==> src/rtl/inv_mix_cols_dec.sv <==
// AES InvMixColumns over a 128-bit state, one column per clock with valid/ready on both sides.
// Build option INV_MIX_PARALLEL_EN: four column datapaths finish the whole state in one BUSY cycle.
module inv_mix_cols_dec #(
  parameter int NCOL = 4
) (
  input  logic         clk,
  input  logic         rst,
  input  logic         in_valid,
  output logic         in_ready,
  input  logic [127:0] state_i,
  output logic         out_valid,
  input  logic         out_ready,
  output logic [127:0] state_o,
  output logic         busy
);

  // state | meaning
  // IDLE  | waiting for an input state, in_ready high
  // BUSY  | writing result columns from the captured input
  // DONE  | result held on state_o, out_valid high until out_ready
  typedef enum logic [1:0] {IDLE, BUSY, DONE} fsm_t;

  localparam int CW = $clog2(NCOL);
  localparam logic [CW-1:0] LAST_COL = CW'(NCOL - 1);

  fsm_t           fsm;
  logic [CW-1:0]  col_idx;
  logic [127:0]   in_reg;
  logic [127:0]   res_reg;

  function automatic logic [7:0] xtime(input logic [7:0] b);
    return {b[6:0], 1'b0} ^ (b[7] ? 8'h1b : 8'h00);
  endfunction

  // 9, 11, 13 and 14 are all assembled from the x2/x4/x8 chain
  function automatic logic [31:0] inv_col(input logic [31:0] c);
    logic [7:0] a [4];
    logic [7:0] m9 [4];
    logic [7:0] m11 [4];
    logic [7:0] m13 [4];
    logic [7:0] m14 [4];
    logic [7:0] x2, x4, x8;
    for (int i = 0; i < 4; i++) begin
      a[i]   = c[31-8*i -: 8];
      x2     = xtime(a[i]);
      x4     = xtime(x2);
      x8     = xtime(x4);
      m9[i]  = x8 ^ a[i];
      m11[i] = x8 ^ x2 ^ a[i];
      m13[i] = x8 ^ x4 ^ a[i];
      m14[i] = x8 ^ x4 ^ x2;
    end
    return {m14[0] ^ m11[1] ^ m13[2] ^ m9[3],
            m9[0]  ^ m14[1] ^ m11[2] ^ m13[3],
            m13[0] ^ m9[1]  ^ m14[2] ^ m11[3],
            m11[0] ^ m13[1] ^ m9[2]  ^ m14[3]};
  endfunction

`ifndef INV_MIX_PARALLEL_EN
  logic [31:0] col_in;
  logic [31:0] col_out;

  always_comb begin
    col_in = in_reg[31:0];
    case (col_idx)
      2'd0:    col_in = in_reg[127:96];
      2'd1:    col_in = in_reg[95:64];
      2'd2:    col_in = in_reg[63:32];
      default: col_in = in_reg[31:0];
    endcase
  end

  assign col_out = inv_col(col_in);
`endif

  always_ff @(posedge clk or posedge rst) begin
    if (rst) begin
      fsm       <= IDLE;
      col_idx   <= '0;
      in_reg    <= '0;
      res_reg   <= '0;
      in_ready  <= 1'b1;
      out_valid <= 1'b0;
      busy      <= 1'b0;
    end else begin
      case (fsm)
        IDLE: begin
          if (in_valid && in_ready) begin
            in_reg   <= state_i;
            col_idx  <= '0;
            fsm      <= BUSY;
            in_ready <= 1'b0;
            busy     <= 1'b1;
          end
        end
        BUSY: begin
`ifdef INV_MIX_PARALLEL_EN
          res_reg   <= {inv_col(in_reg[127:96]), inv_col(in_reg[95:64]),
                        inv_col(in_reg[63:32]),  inv_col(in_reg[31:0])};
          fsm       <= DONE;
          out_valid <= 1'b1;
`else
          case (col_idx)
            2'd0:    res_reg[127:96] <= col_out;
            2'd1:    res_reg[95:64]  <= col_out;
            2'd2:    res_reg[63:32]  <= col_out;
            default: res_reg[31:0]   <= col_out;
          endcase
          if (col_idx == LAST_COL) begin
            col_idx   <= '0;
            fsm       <= DONE;
            out_valid <= 1'b1;
          end else begin
            col_idx <= col_idx + CW'(1);
          end
`endif
        end
        DONE: begin
          if (out_ready) begin
            fsm       <= IDLE;
            out_valid <= 1'b0;
            busy      <= 1'b0;
            in_ready  <= 1'b1;
          end
        end
        default: begin
          fsm       <= IDLE;
          in_ready  <= 1'b1;
          out_valid <= 1'b0;
          busy      <= 1'b0;
        end
      endcase
    end
  end

  assign state_o = res_reg;

endmodule

==> config.mk <==
export PLATFORM = sky130hd
export DESIGN_NAME = inv_mix_cols_dec
export DESIGN_NICKNAME = d
export VERILOG_FILES = /design/src/rtl/inv_mix_cols_dec.sv
export SDC_FILE = /design/constraint.sdc
export NUM_CORES = 1
export LEC_CHECK = 0
export ABC_AREA = 1
export BUFFER_PORTS_ARGS = -buffer_cell sky130_fd_sc_hd__buf_2
export CORE_ASPECT_RATIO = 0.6
export CORE_MARGIN = 10
export CORE_UTILIZATION = 47
export CTS_CLUSTER_SIZE = 8
export DETAILED_ROUTE_END_ITERATION = 16
export PLACE_DENSITY_LB_ADDON = 0.3
export SLEW_MARGIN = 20
export SYNTH_ARGS = -nofsm -noshare
export SYNTH_HDL_FRONTEND = slang
export SYNTH_SLANG_ARGS = --single-unit
==> constraint.sdc <==
create_clock -name clk -period 9.2 [get_ports clk]
set_input_delay 2.3 -clock clk [delete_from_list [all_inputs] [get_ports clk]]
set_output_delay 2.3 -clock clk [all_outputs]
set_load 0.005 [all_outputs]
# Word-level counts from Yosys, hierarchy flattened
# Cells that the tools add are included.
[word_totals]
word_cells = 112
input_bits = 132
register_bits = 263
out_inout_bits = 131
[classes]
n_eq_ne = 8
addsub = 1
muxes = 28
n_reduce_logical = 14
bitwise_logic = 51
[ops]
columns = ["op", "n"]
rows = [
  ["bitwise XOR 8 bit", 36],
  ["case mux 32 bit (3 select lines)", 1],
  ["bitwise XOR 8 x 5 -> 8 bit", 12],
  ["two-way mux 5 bit", 12],
  ["AND reduction 2 bit", 6],
  ["two-way mux 2 bit", 5],
  ["case mux 1 bit (3 select lines)", 3],
  ["AND reduction 3 bit", 3],
  ["== test 2 bit (second input constant)", 3],
  ["!= test 2 bit (second input constant)", 3],
  ["case mux 2 bit (3 select lines)", 1],
  ["two-way mux 1 bit", 5],
  ["== test 2 x 1 -> 1 bit (second input constant)", 2],
  ["logical NOT 2 bit", 2],
  ["case mux 2 bit (2 select lines)", 1],
  ["inverter 1 bit", 3],
  ["OR reduction 3 bit", 1],
  ["adder 2 x 1 -> 2 bit (second input constant)", 1],
  ["nonzero test 2 bit", 1],
  ["logical AND 1 bit", 1],
]

# Depth between registers and ports, before layout
# Gate-level depths: netlist (run 1).
[depth]
ltp_word = 13
ltp_mapped = 22
ltp_nobuf = 21

# Worst setup path before layout (run 1)
# Ideal clock, no wire load.
[synth_path]
path_type = "input port to flip-flop"
startpoint = "input in_valid"
endpoint = "register in_reg[10]"
t_required_ns = 9.134
setup_slack_ns = 5.950
n_path_buf = 2
cell_stages = 6
t_arrival_ns = 3.185
path_cell_list = "nand3_1 -> clkinv_1 -> clkbuf_1 -> clkbuf_1 -> nand2_1 -> nand2_1"
[synth_via]
elab_chain_cells = 2
[synth_lines]
columns = ["element", "line", "rtl"]
rows = [
  ["start: declaration", "8", "input logic in_valid,"],
  ["logical AND 1 bit", "88", "if (in_valid && in_ready) begin"],
  ["AND reduction 2 bit (no source line)", "--", ""],
  ["end signal: assignment", "89", "in_reg <= state_i;"],
  ["end: declaration", "28", "logic [127:0] in_reg;"],
]
# No other way between the ends.
# A chain may end at the register's enable or synchronous reset.

# Worst setup path in the final report (run 1)
[layout_path]
startpoint = "register col_idx[0]"
endpoint = "register res_reg[103], in the netlist state_o[103]"
[layout_via]
elab_chain_cells = 10
word_cells_on_any_way = 27
cone_classes = "2 x eq/ne; 1 x mux; 22 x bitwise; 2 x reduce/logical"
[layout_lines]
columns = ["element", "line", "rtl"]
rows = [
  ["start: declaration", "27", "logic [CW-1:0] col_idx;"],
  ["start signal: assignment", "114", "col_idx <= col_idx + CW'(1);"],
  ["== test 2 bit, or another cell as far along", "65", "case (col_idx)"],
  ["case mux 32 bit (3 select lines)", "65", ""],
  ["bitwise XOR 8 x 5 -> 8 bit (3 in a row)", "32", "return {b[6:0], 1'b0} ^ (b[7] ? 8'h1b : 8'h00);"],
  ["bitwise XOR 8 bit, on equally long branches (2 in a row)", "49, 50", ""],
  ["bitwise XOR 8 bit (3 in a row)", "56", "m11[0] ^ m13[1] ^ m9[2] ^ m14[3]};"],
  ["end signal: assignment", "104", "2'd0: res_reg[127:96] <= col_out;"],
  ["end: declaration", "29", "logic [127:0] res_reg;"],
]
# Parallel ways exist; a longest one is shown, timed or not.

==> results of run 1 <==
[metal layers]
metal	wire, um	vias up	GRT usage, %
li1	-	7068	-
met1	24300	7041	37.2
met2	23100	579	40.5
met3	5680	66	8.69
met4	788	0	5.40
met5	0	-	0.775
[critical path, stage by stage (launching register included)]
cell and delay (ns):
dfrtp_1 0.43, ha_1 0.37, inv_4 0.60, nand2_1 0.16, o21bai_1 0.86, nor2_1 0.19, nor2_4 0.18, xor2_2 0.32
xor2_1 0.21, xor2_1 0.53, nand2_1 0.11, nand2_1 0.10
[cell type report]
class                      count  area, sq um  area share (%)
multi-input combinational   1721         7810            44.0
clock buffer                  47         1010            5.67
inverter                      91          350            1.98
clock inverter                 2         28.8           0.162
timing repair buffer         277         1440            8.10
tap                          416          520            2.93
sequential                   263         6580            37.1
[Yosys cell counts, types with 2 or more instances]
master / number / area (sq um)
xor2_2: 3 / 48.8
o21bai_1: 3 / 22.5
inv_1: 88 / 330
o21ai_2: 6 / 52.6
nand4_1: 3 / 18.8
buf_6: 6 / 67.6
o22ai_4: 3 / 60.1
buf_2: 5 / 25.0
nand2_1: 1250 / 4690
xnor2_1: 31 / 272
ha_1: 4 / 50.1
xnor2_2: 2 / 32.5
nand3b_1: 5 / 37.5
xor2_1: 84 / 736
clkbuf_1: 45 / 169
a21o_1: 4 / 30.0
buf_1: 7 / 26.3
o21bai_2: 8 / 90.1
nor2_2: 16 / 100
o21ai_0: 5 / 25.0
nor2_4: 5 / 56.3
or2_1: 7 / 43.8
a21oi_1: 6 / 30.0
nand2_4: 2 / 22.5
nor2_1: 51 / 191
buf_4: 5 / 37.5
nand3_1: 188 / 941
nand2_2: 22 / 138
dfrtp_1: 262 / 6560
or2_2: 6 / 37.5
[cell families (layout without fill, tap and decap cells)]
group,count (synthesis),after routing,share of synthesized area [%]
adders and majority gates,4,4,0.333
DFF,263,263,43.8
xor gates and xnor gates,120,120,7.24
buffers and inverters,159,417,4.45
AOI/OAI and AO/OA,42,42,2.50
and+or+nand+nor,1555,1555,41.7
[worst min path at each step]
stage,start,slack [ns],to,cells after the start
3_5_place_dp,state_o[86],0.46,state_o[86],2
5_1_grt,in_reg[48],0.50,in_reg[48],2
2_1_floorplan,in_reg[18],0.44,in_reg[18],2
3_3_place_gp,state_o[86],0.46,state_o[86],2
6_report,state_o[83],0.47,state_o[83],2
4_1_cts,state_o[83],0.48,state_o[83],2
[through the flow]
| step | worst slack (ns) | util, % |
|---|---|---|
| 5_1_grt | 4.79 | 56.6 |
| 3_5_place_dp | 4.77 | 53.3 |
| 3_3_place_gp | 4.83 | 53.3 |
| 6_report | 5.04 | 56.6 |
| 2_1_floorplan | 3.43 | - |
| 4_1_cts | 5.11 | 56.6 |
==> impl_metrics.py, run 1 <==
metrics = {
    "cells_and_area": {
        "mostFrequentLayoutCell": "nand2_1",
        "fill_cells": 2987,
        "syn2layout_area_growth_pct": 17.9,
        "antenna_cells": 0,
        "postLayoutCellArea_sq_um": 17700,
        "drive_gt1_share_pct": 16.7,
        "nNetsFinal": 2528,
        "finalNonFillerCells": 2817,
        "final_cell_mix": "nand2_1, dfrtp_1, buf_2, nand3_1, inv_1",
    },
    "placement": {
        "placed_area_sq_um": 16700,
        "post-place-cells": 2768,
        "port_buffers": 262,
        "place_congestion": 1.01,
        "place.detailed.hpwl_mm": 40.2,
    },
    "grt": {
        "grt_usage_pct": 26.9,
        "grt_pass1_wl_mm": 83.9,
        "grt_start_max_net_pins": 164,
        "overflow": 0,
        "first_global_vias": 14500,
        "antenna_found_initial": 2,
    },
    "route": {
        "drt_pass1_iterations": 6,
        "routedWlPerCell_um": 19.1,
        "drtIter0Drc": 1555,
        "drc": 0,
        "drt_wl_total_mm": 53.9,
        "via_count": 14800,
        "viasPerCell": 5.24,
        "antenna_left": 0,
    },
    "worst_setup_path": {
        "worstSetupPathType": "reg -> reg",
        "cp-start-kind": "flop",
        "required_ns": 9.67,
        "endpoint": "state_o[103]",
        "arrival_ns": 4.63,
        "reg2reg_from": "col_idx[0]",
        "worstSetupEndpointType": "flop",
        "reg2reg_to": "state_o[103]",
        "crit_path_max_fanout": 62,
        "r2r_cells": 11,
        "rrSetupSlack_ns": 5.04,
        "crit_start": "col_idx[0]",
    },
    "synthesis": {
        "async_reset_ff_share_pct": 100,
        "synth_warnings": 0,
        "synthCells": 2143,
        "synth.cell_area_sq_um": 15000,
        "synth_nets": 2279,
        "synth_flop_cell": "dfrtp_1",
        "ys_seq_elements": 263,
        "avgSynthCellArea_sq_um": 7.02,
        "synth_edf_count": 0,
        "synth_cell_types": 41,
        "seq_area_frac_synth_pct": 43.8,
    },
    "timing": {
        "rsz0062_at_grt": "false",
        "worst_slew_pin_slew_ns": 1.04,
        "min_period_over_period_pct": 45.2,
        "drv_slew": 0,
        "whs_ns": 0.471,
        "fin_setup_tns_ns": 0,
        "max_freq_mhz": 240,
        "hold_viol": 0,
        "min_period_ns": 4.16,
        "skew_ns": 0.0166,
        "relSlewSlack_pct": 30.2,
        "finalSetupViolCount": 0,
    },
    "cts": {
        "cts_setup_buffers": 0,
        "ctsHoldBuffers": 0,
        "cts_resized": 0,
        "cts-htree-levels": 2,
        "clk_pin_slew_ns": 0.05,
        "insertion_delay_ns": 0.54,
        "cts_tree": "built",
        "clk_path_buf_depth": 3,
        "numCtsBuffers": 38,
        "clkSinkCount": 263,
        "clockRootBuffer": "clkbuf_16",
    },
    "floorplan": {
        "die_h_um": 159,
        "core_area_sq_um": 31300,
        "dieWidth_um": 251,
        "dieArea_sq_um": 39800,
        "row_count": 50,
        "initial_utilization_pct": 48.0,
        "pin_count": 263,
    },
    "run": {
        "max-cap-violations": 0,
    },
    "outcome": {
        "status": "finished clean",
    },
    "min_path": {
        "min_path_type": "reg -> reg",
    },
}
Power of run 1 is not shown: default switching activity piles up to over one toggle a cycle in this logic, so the estimate is an artifact.
==> run 2: changes to the inputs <==
==> constraint.sdc (replaced) <==
create_clock -name clk -period 4.3 [get_ports clk]
set_input_delay 1.075 -clock clk [delete_from_list [all_inputs] [get_ports clk]]
set_output_delay 1.075 -clock clk [all_outputs]
set_load 0.005 [all_outputs]
==> impl_metrics.py, run 2 (same netlist as run 1, synthesis figures left out) <==
metrics = {
    "worst_setup_path": {
        "worstSetupPathType": "reg -> reg",
        "arrival_ns": 4.41,
        "crit_buf_inv": 3,
        "worstSetupEndpointType": "flop",
        "crit_slowest_cell": "ha_1",
        "crit_path_max_fanout": 16,
        "cp_top_family": "simple AND/OR/NAND/NOR gates",
        "critPathMaxStageDelay_ns": 0.57,
        "crit_path_frequent_cell": "nand2_1",
        "cp_cell_sequence": "inv_1, ha_1, buf_4, nand2_1, nand2_1, nor2_1, nor2_1, nand2_1, nand2_1, nand2_1, nand2_2, nand2_1, nand2_1, inv_1, nand3_1, nand2_1, nand2_1, nand2_1, nand2_1, nand2_1",
        "cp-start-kind": "flop",
        "required_ns": 4.72,
    },
    "cts": {
        "ctsHoldBuffers": 0,
        "clkSinkCount": 263,
        "cts_resized": 0,
        "clk_pin_slew_ns": 0.06,
        "cts-htree-levels": 2,
        "cts_tree": "built",
        "clockRootBuffer": "clkbuf_16",
        "insertion_delay_ns": 0.54,
        "numCtsBuffers": 38,
        "clk_path_buf_depth": 3,
        "cts_setup_buffers": 0,
    },
    "route": {
        "drt_wl_total_mm": 54.7,
        "drtIter0Drc": 1496,
        "via_count": 14900,
        "routedWlPerCell_um": 19.3,
        "viasPerCell": 5.24,
        "drt_pass1_iterations": 5,
        "drc": 0,
        "antenna_left": 0,
    },
    "placement": {
        "place_congestion": 1.08,
        "place.detailed.hpwl_mm": 41.4,
        "post-place-cells": 2786,
        "port_buffers": 262,
    },
    "grt": {
        "antenna_found_initial": 3,
        "overflow": 0,
        "first_global_vias": 14700,
        "grt_pass1_wl_mm": 83.9,
        "grt_usage_pct": 27.0,
        "grt_start_max_net_pins": 137,
    },
    "run": {
        "max-cap-violations": 0,
    },
    "timing": {
        "hold_viol": 0,
        "rsz0062_at_grt": "false",
        "skew_ns": 0.0247,
        "finalSetupViolCount": 0,
        "relSlewSlack_pct": 35.6,
        "min_period_over_period_pct": 92.8,
        "worst_slew_pin_slew_ns": 0.965,
        "drv_slew": 0,
        "max_freq_mhz": 251,
        "min_period_ns": 3.99,
    },
    "outcome": {
        "status": "finished clean",
    },
    "cells_and_area": {
        "finalNonFillerCells": 2837,
        "mostFrequentLayoutCell": "nand2_1",
        "fill_cells": 2989,
        "nNetsFinal": 2546,
        "multi_input_area_sq_um": 7810,
        "drive_gt1_share_pct": 17.4,
        "seq_area_sq_um": 6580,
        "final_cell_mix": "nand2_1, dfrtp_1, buf_2, nand3_1, inv_1",
        "syn2layout_area_growth_pct": 19.2,
    },
    "min_path": {
        "min_path_type": "in -> async",
    },
    "floorplan": {
        "dieArea_sq_um": 39800,
        "initial_utilization_pct": 48.0,
        "die_h_um": 159,
        "core_area_sq_um": 31300,
        "row_count": 50,
        "dieWidth_um": 251,
        "pin_count": 263,
    },
}
[run 2: cell type report]
| class | count | share of cell area [%] |
|---|---|---|
| Tap cell | 416 | 2.90 |
| Antenna cell | 1 | 0.0140 |
| Multi-Input combinational cell | 1721 | 43.6 |
| Timing Repair Buffer | 295 | 8.91 |
| Clock buffer | 49 | 5.77 |
| Inverter | 91 | 1.95 |
| Clock inverter | 1 | 0.168 |
| Sequential cell | 263 | 36.7 |
[run 2: path summary, 6_finish.rpt]
| kind | start | endpoint | slack (ns) | cells after the start |
|---|---|---|---|---|
| setup / recovery | col_idx[1] | state_o[60] | 0.31 | 20 |
| hold / removal | rst | in_reg[90] | 0.46 | 2 |
| setup reg to reg | col_idx[1] | state_o[60] | 0.31 | 20 |
| hold reg to reg | state_o[113] | state_o[113] | 0.47 | 2 |
| max in group asynchronous | rst | state_o[70] | 2.82 | 3 |
| min in group clk | state_o[113] | state_o[113] | 0.47 | 2 |
[run 2: worst reg2reg max path, delay by kind of cell (launching register included)]
family	cells	cell delay [ns]
flip-flops	1	0.41
AND/OR/NAND/NOR	16	2.37
buffers and inverters	3	0.52
adder cells (fa/ha/maj)	1	0.57
[run 2: metrics by stage]
step / instance area, sq um / hold WS [ns] / utilization (%) / TNS [ns] / setup WS [ns]
floorplan: 15000 / 0.441 / - / -63.85 / -0.244
global placement: 16900 / 0.460 / 53.8 / 0 / 0.581
detailed placement: 16900 / 0.461 / 53.8 / 0 / 0.483
CTS: 17900 / 0.448 / 57.2 / 0 / 0.462
global route: 17900 / 0.461 / 57.2 / 0 / 0.0258
finish: 17900 / 0.458 / 57.2 / 0 / 0.311
[run 2: routing by layer]
layer | global-route usage [%] | vias to the layer above | routed length (um)
met5 | 0 | - | 0
met4 | 6.00 | 0 | 1040
met3 | 9.20 | 77 | 5900
met2 | 40.7 | 633 | 23400
met1 | 36.9 | 7037 | 24400
li1 | - | 7113 | -
Power of run 2 is left out for the same reason.
==> run 3: changes to the inputs <==
--- a/config.mk
+++ b/config.mk
@@ -10,10 +10,10 @@
 export CORE_ASPECT_RATIO = 0.6
 export CORE_MARGIN = 10
 export CORE_UTILIZATION = 47
+export CTS_BUF_LIST = sky130_fd_sc_hd__clkbuf_4
 export CTS_CLUSTER_SIZE = 8
 export DETAILED_ROUTE_END_ITERATION = 16
 export PLACE_DENSITY_LB_ADDON = 0.3
-export SLEW_MARGIN = 20
 export SYNTH_ARGS = -nofsm -noshare
 export SYNTH_HDL_FRONTEND = slang
 export SYNTH_SLANG_ARGS = --single-unit
==> impl_metrics.py, run 3 (same netlist as run 1, synthesis figures left out) <==
metrics = {
    "route": {
        "antenna_left": 0,
        "viasPerCell": 5.20,
        "drt_pass1_iterations": 5,
        "via_count": 15100,
        "drt_wl_total_mm": 54.5,
        "top_layer": "met4",
        "drc": 0,
        "routedWlPerCell_um": 18.8,
        "wl_met2_mm": 23.3,
        "m1WireLength_mm": 24.2,
        "met3_length_mm": 6.09,
        "drtIter0Drc": 1443,
    },
    "timing": {
        "max_freq_mhz": 251,
        "worst_slew_pin_slew_ns": 0.973,
        "finalSetupViolCount": 0,
        "hold_viol": 0,
        "skew_ns": 0.0535,
        "drv_slew": 0,
        "min_period_over_period_pct": 92.6,
        "relSlewSlack_pct": 35.1,
        "rsz0062_at_grt": "false",
        "min_period_ns": 3.98,
    },
    "cells_and_area": {
        "mostFrequentLayoutCell": "nand2_1",
        "final_cell_mix": "nand2_1, dfrtp_1, buf_2, nand3_1",
        "final_util_pct": 56.3,
        "syn2layout_area_growth_pct": 17.3,
        "drive_gt1_share_pct": 19.3,
        "nNetsFinal": 2574,
    },
    "worst_setup_path": {
        "worstSetupPathType": "reg -> reg",
        "crit_slowest_cell": "ha_1",
        "crit_path_max_fanout": 16,
        "reg2reg_to": "state_o[92]",
        "crit_buf_inv": 4,
        "worstSetupEndpointType": "flop",
        "cp-start-kind": "flop",
        "required_ns": 4.97,
        "critPathMaxStageDelay_ns": 0.57,
        "crit_path_frequent_cell": "nand2_1",
        "cp_top_family": "simple AND/OR/NAND/NOR gates",
        "cp_cell_sequence": "inv_1, ha_1, buf_4, nand2_1, nand2_1, nor2_1, nor2_1, nand2_1, nand2_1, nand2_1, nand2_2, nand2_1, nand2_1, inv_1, nand3_1, nand2_1, inv_1, nand2_1, nand2_1, nand2_1, nand2_1",
        "r2r_cells": 21,
        "arrival_ns": 4.66,
        "reg2reg_from": "col_idx[1]",
        "rrSetupSlack_ns": 0.32,
    },
    "cts": {
        "clk_path_buf_depth": 3,
        "clk_pin_slew_ns": 0.07,
        "numCtsBuffers": 66,
        "cts-htree-levels": 3,
        "ctsHoldBuffers": 0,
        "cts_tree": "built",
        "cts_setup_buffers": 0,
        "cts_resized": 0,
        "clkSinkCount": 263,
        "insertion_delay_ns": 0.77,
        "clockRootBuffer": "clkbuf_4",
    },
    "grt": {
        "grt_pass1_wl_mm": 83.9,
        "grt_start_max_net_pins": 137,
        "antenna_found_initial": 4,
        "first_global_vias": 14800,
        "grt_usage_pct": 27.1,
        "overflow": 0,
    },
    "floorplan": {
        "row_count": 50,
        "initial_utilization_pct": 48.0,
        "die_h_um": 159,
        "core_area_sq_um": 31300,
        "dieWidth_um": 251,
        "pin_count": 263,
        "dieArea_sq_um": 39800,
    },
    "outcome": {
        "status": "finished clean",
    },
    "run": {
        "max-cap-violations": 0,
    },
    "placement": {
        "port_buffers": 262,
        "place.detailed.hpwl_mm": 41.4,
        "place_congestion": 1.08,
    },
    "min_path": {
        "min_path_type": "in -> async",
    },
}
[run 3: changes by cell type in the layout (fill, tap and decap cells not counted), moves of 2 or more]
cell / change
clkinv_2: +5
clkbuf_16: -40
inv_6: +2
clkbuf_4: +87
clkinv_1: +8
clkbuf_1: -9
clkinvlp_4: +2
[run 3: worst max path at each step]
stage                           from            to  slack (ns)  depth (start not counted)
after global routing      col_idx[1]  state_o[100]        0.01                         20
after floorplan                  rst          busy       -0.24                          1
after detailed placement  col_idx[0]   state_o[60]        0.48                         20
after CTS                 col_idx[1]   state_o[92]        0.45                         21
after global placement    col_idx[0]   state_o[60]        0.58                         20
final                     col_idx[1]   state_o[92]        0.32                         21
[run 3: metrics by stage]
step / hold slack [ns] / TNS [ns] / std cells / setup WS (ns) / area (sq um)
2_1_floorplan: 0.441 / -63.85 / 2143 / -0.244 / 15000
3_3_place_gp: 0.460 / 0 / 2786 / 0.581 / 16900
3_5_place_dp: 0.461 / 0 / 2786 / 0.483 / 16900
4_1_cts: 0.189 / 0 / 2893 / 0.453 / 17600
5_1_grt: 0.190 / 0 / 2895 / 0.0134 / 17600
6_report: 0.236 / 0 / 2895 / 0.319 / 17600
[run 3: layout make-up]
cell class	instances	area [sq um]
clock inverters	20	130
inverters	91	350
clock buffers	87	653
diodes	2	5.00
multi-input cells	1721	7810
flip-flops and latches	263	6580
well taps	416	520
repair buffers	295	1600
fillers	3075	13700
[run 3: metal layers]
metal  track usage (%)  vias to the layer above
met5                 0                        -
met3              9.97                       79
met4              7.00                        0
li1                  -                     7221
met2              40.4                      657
met1              36.5                     7100
Power of run 3 is left out for the same reason.
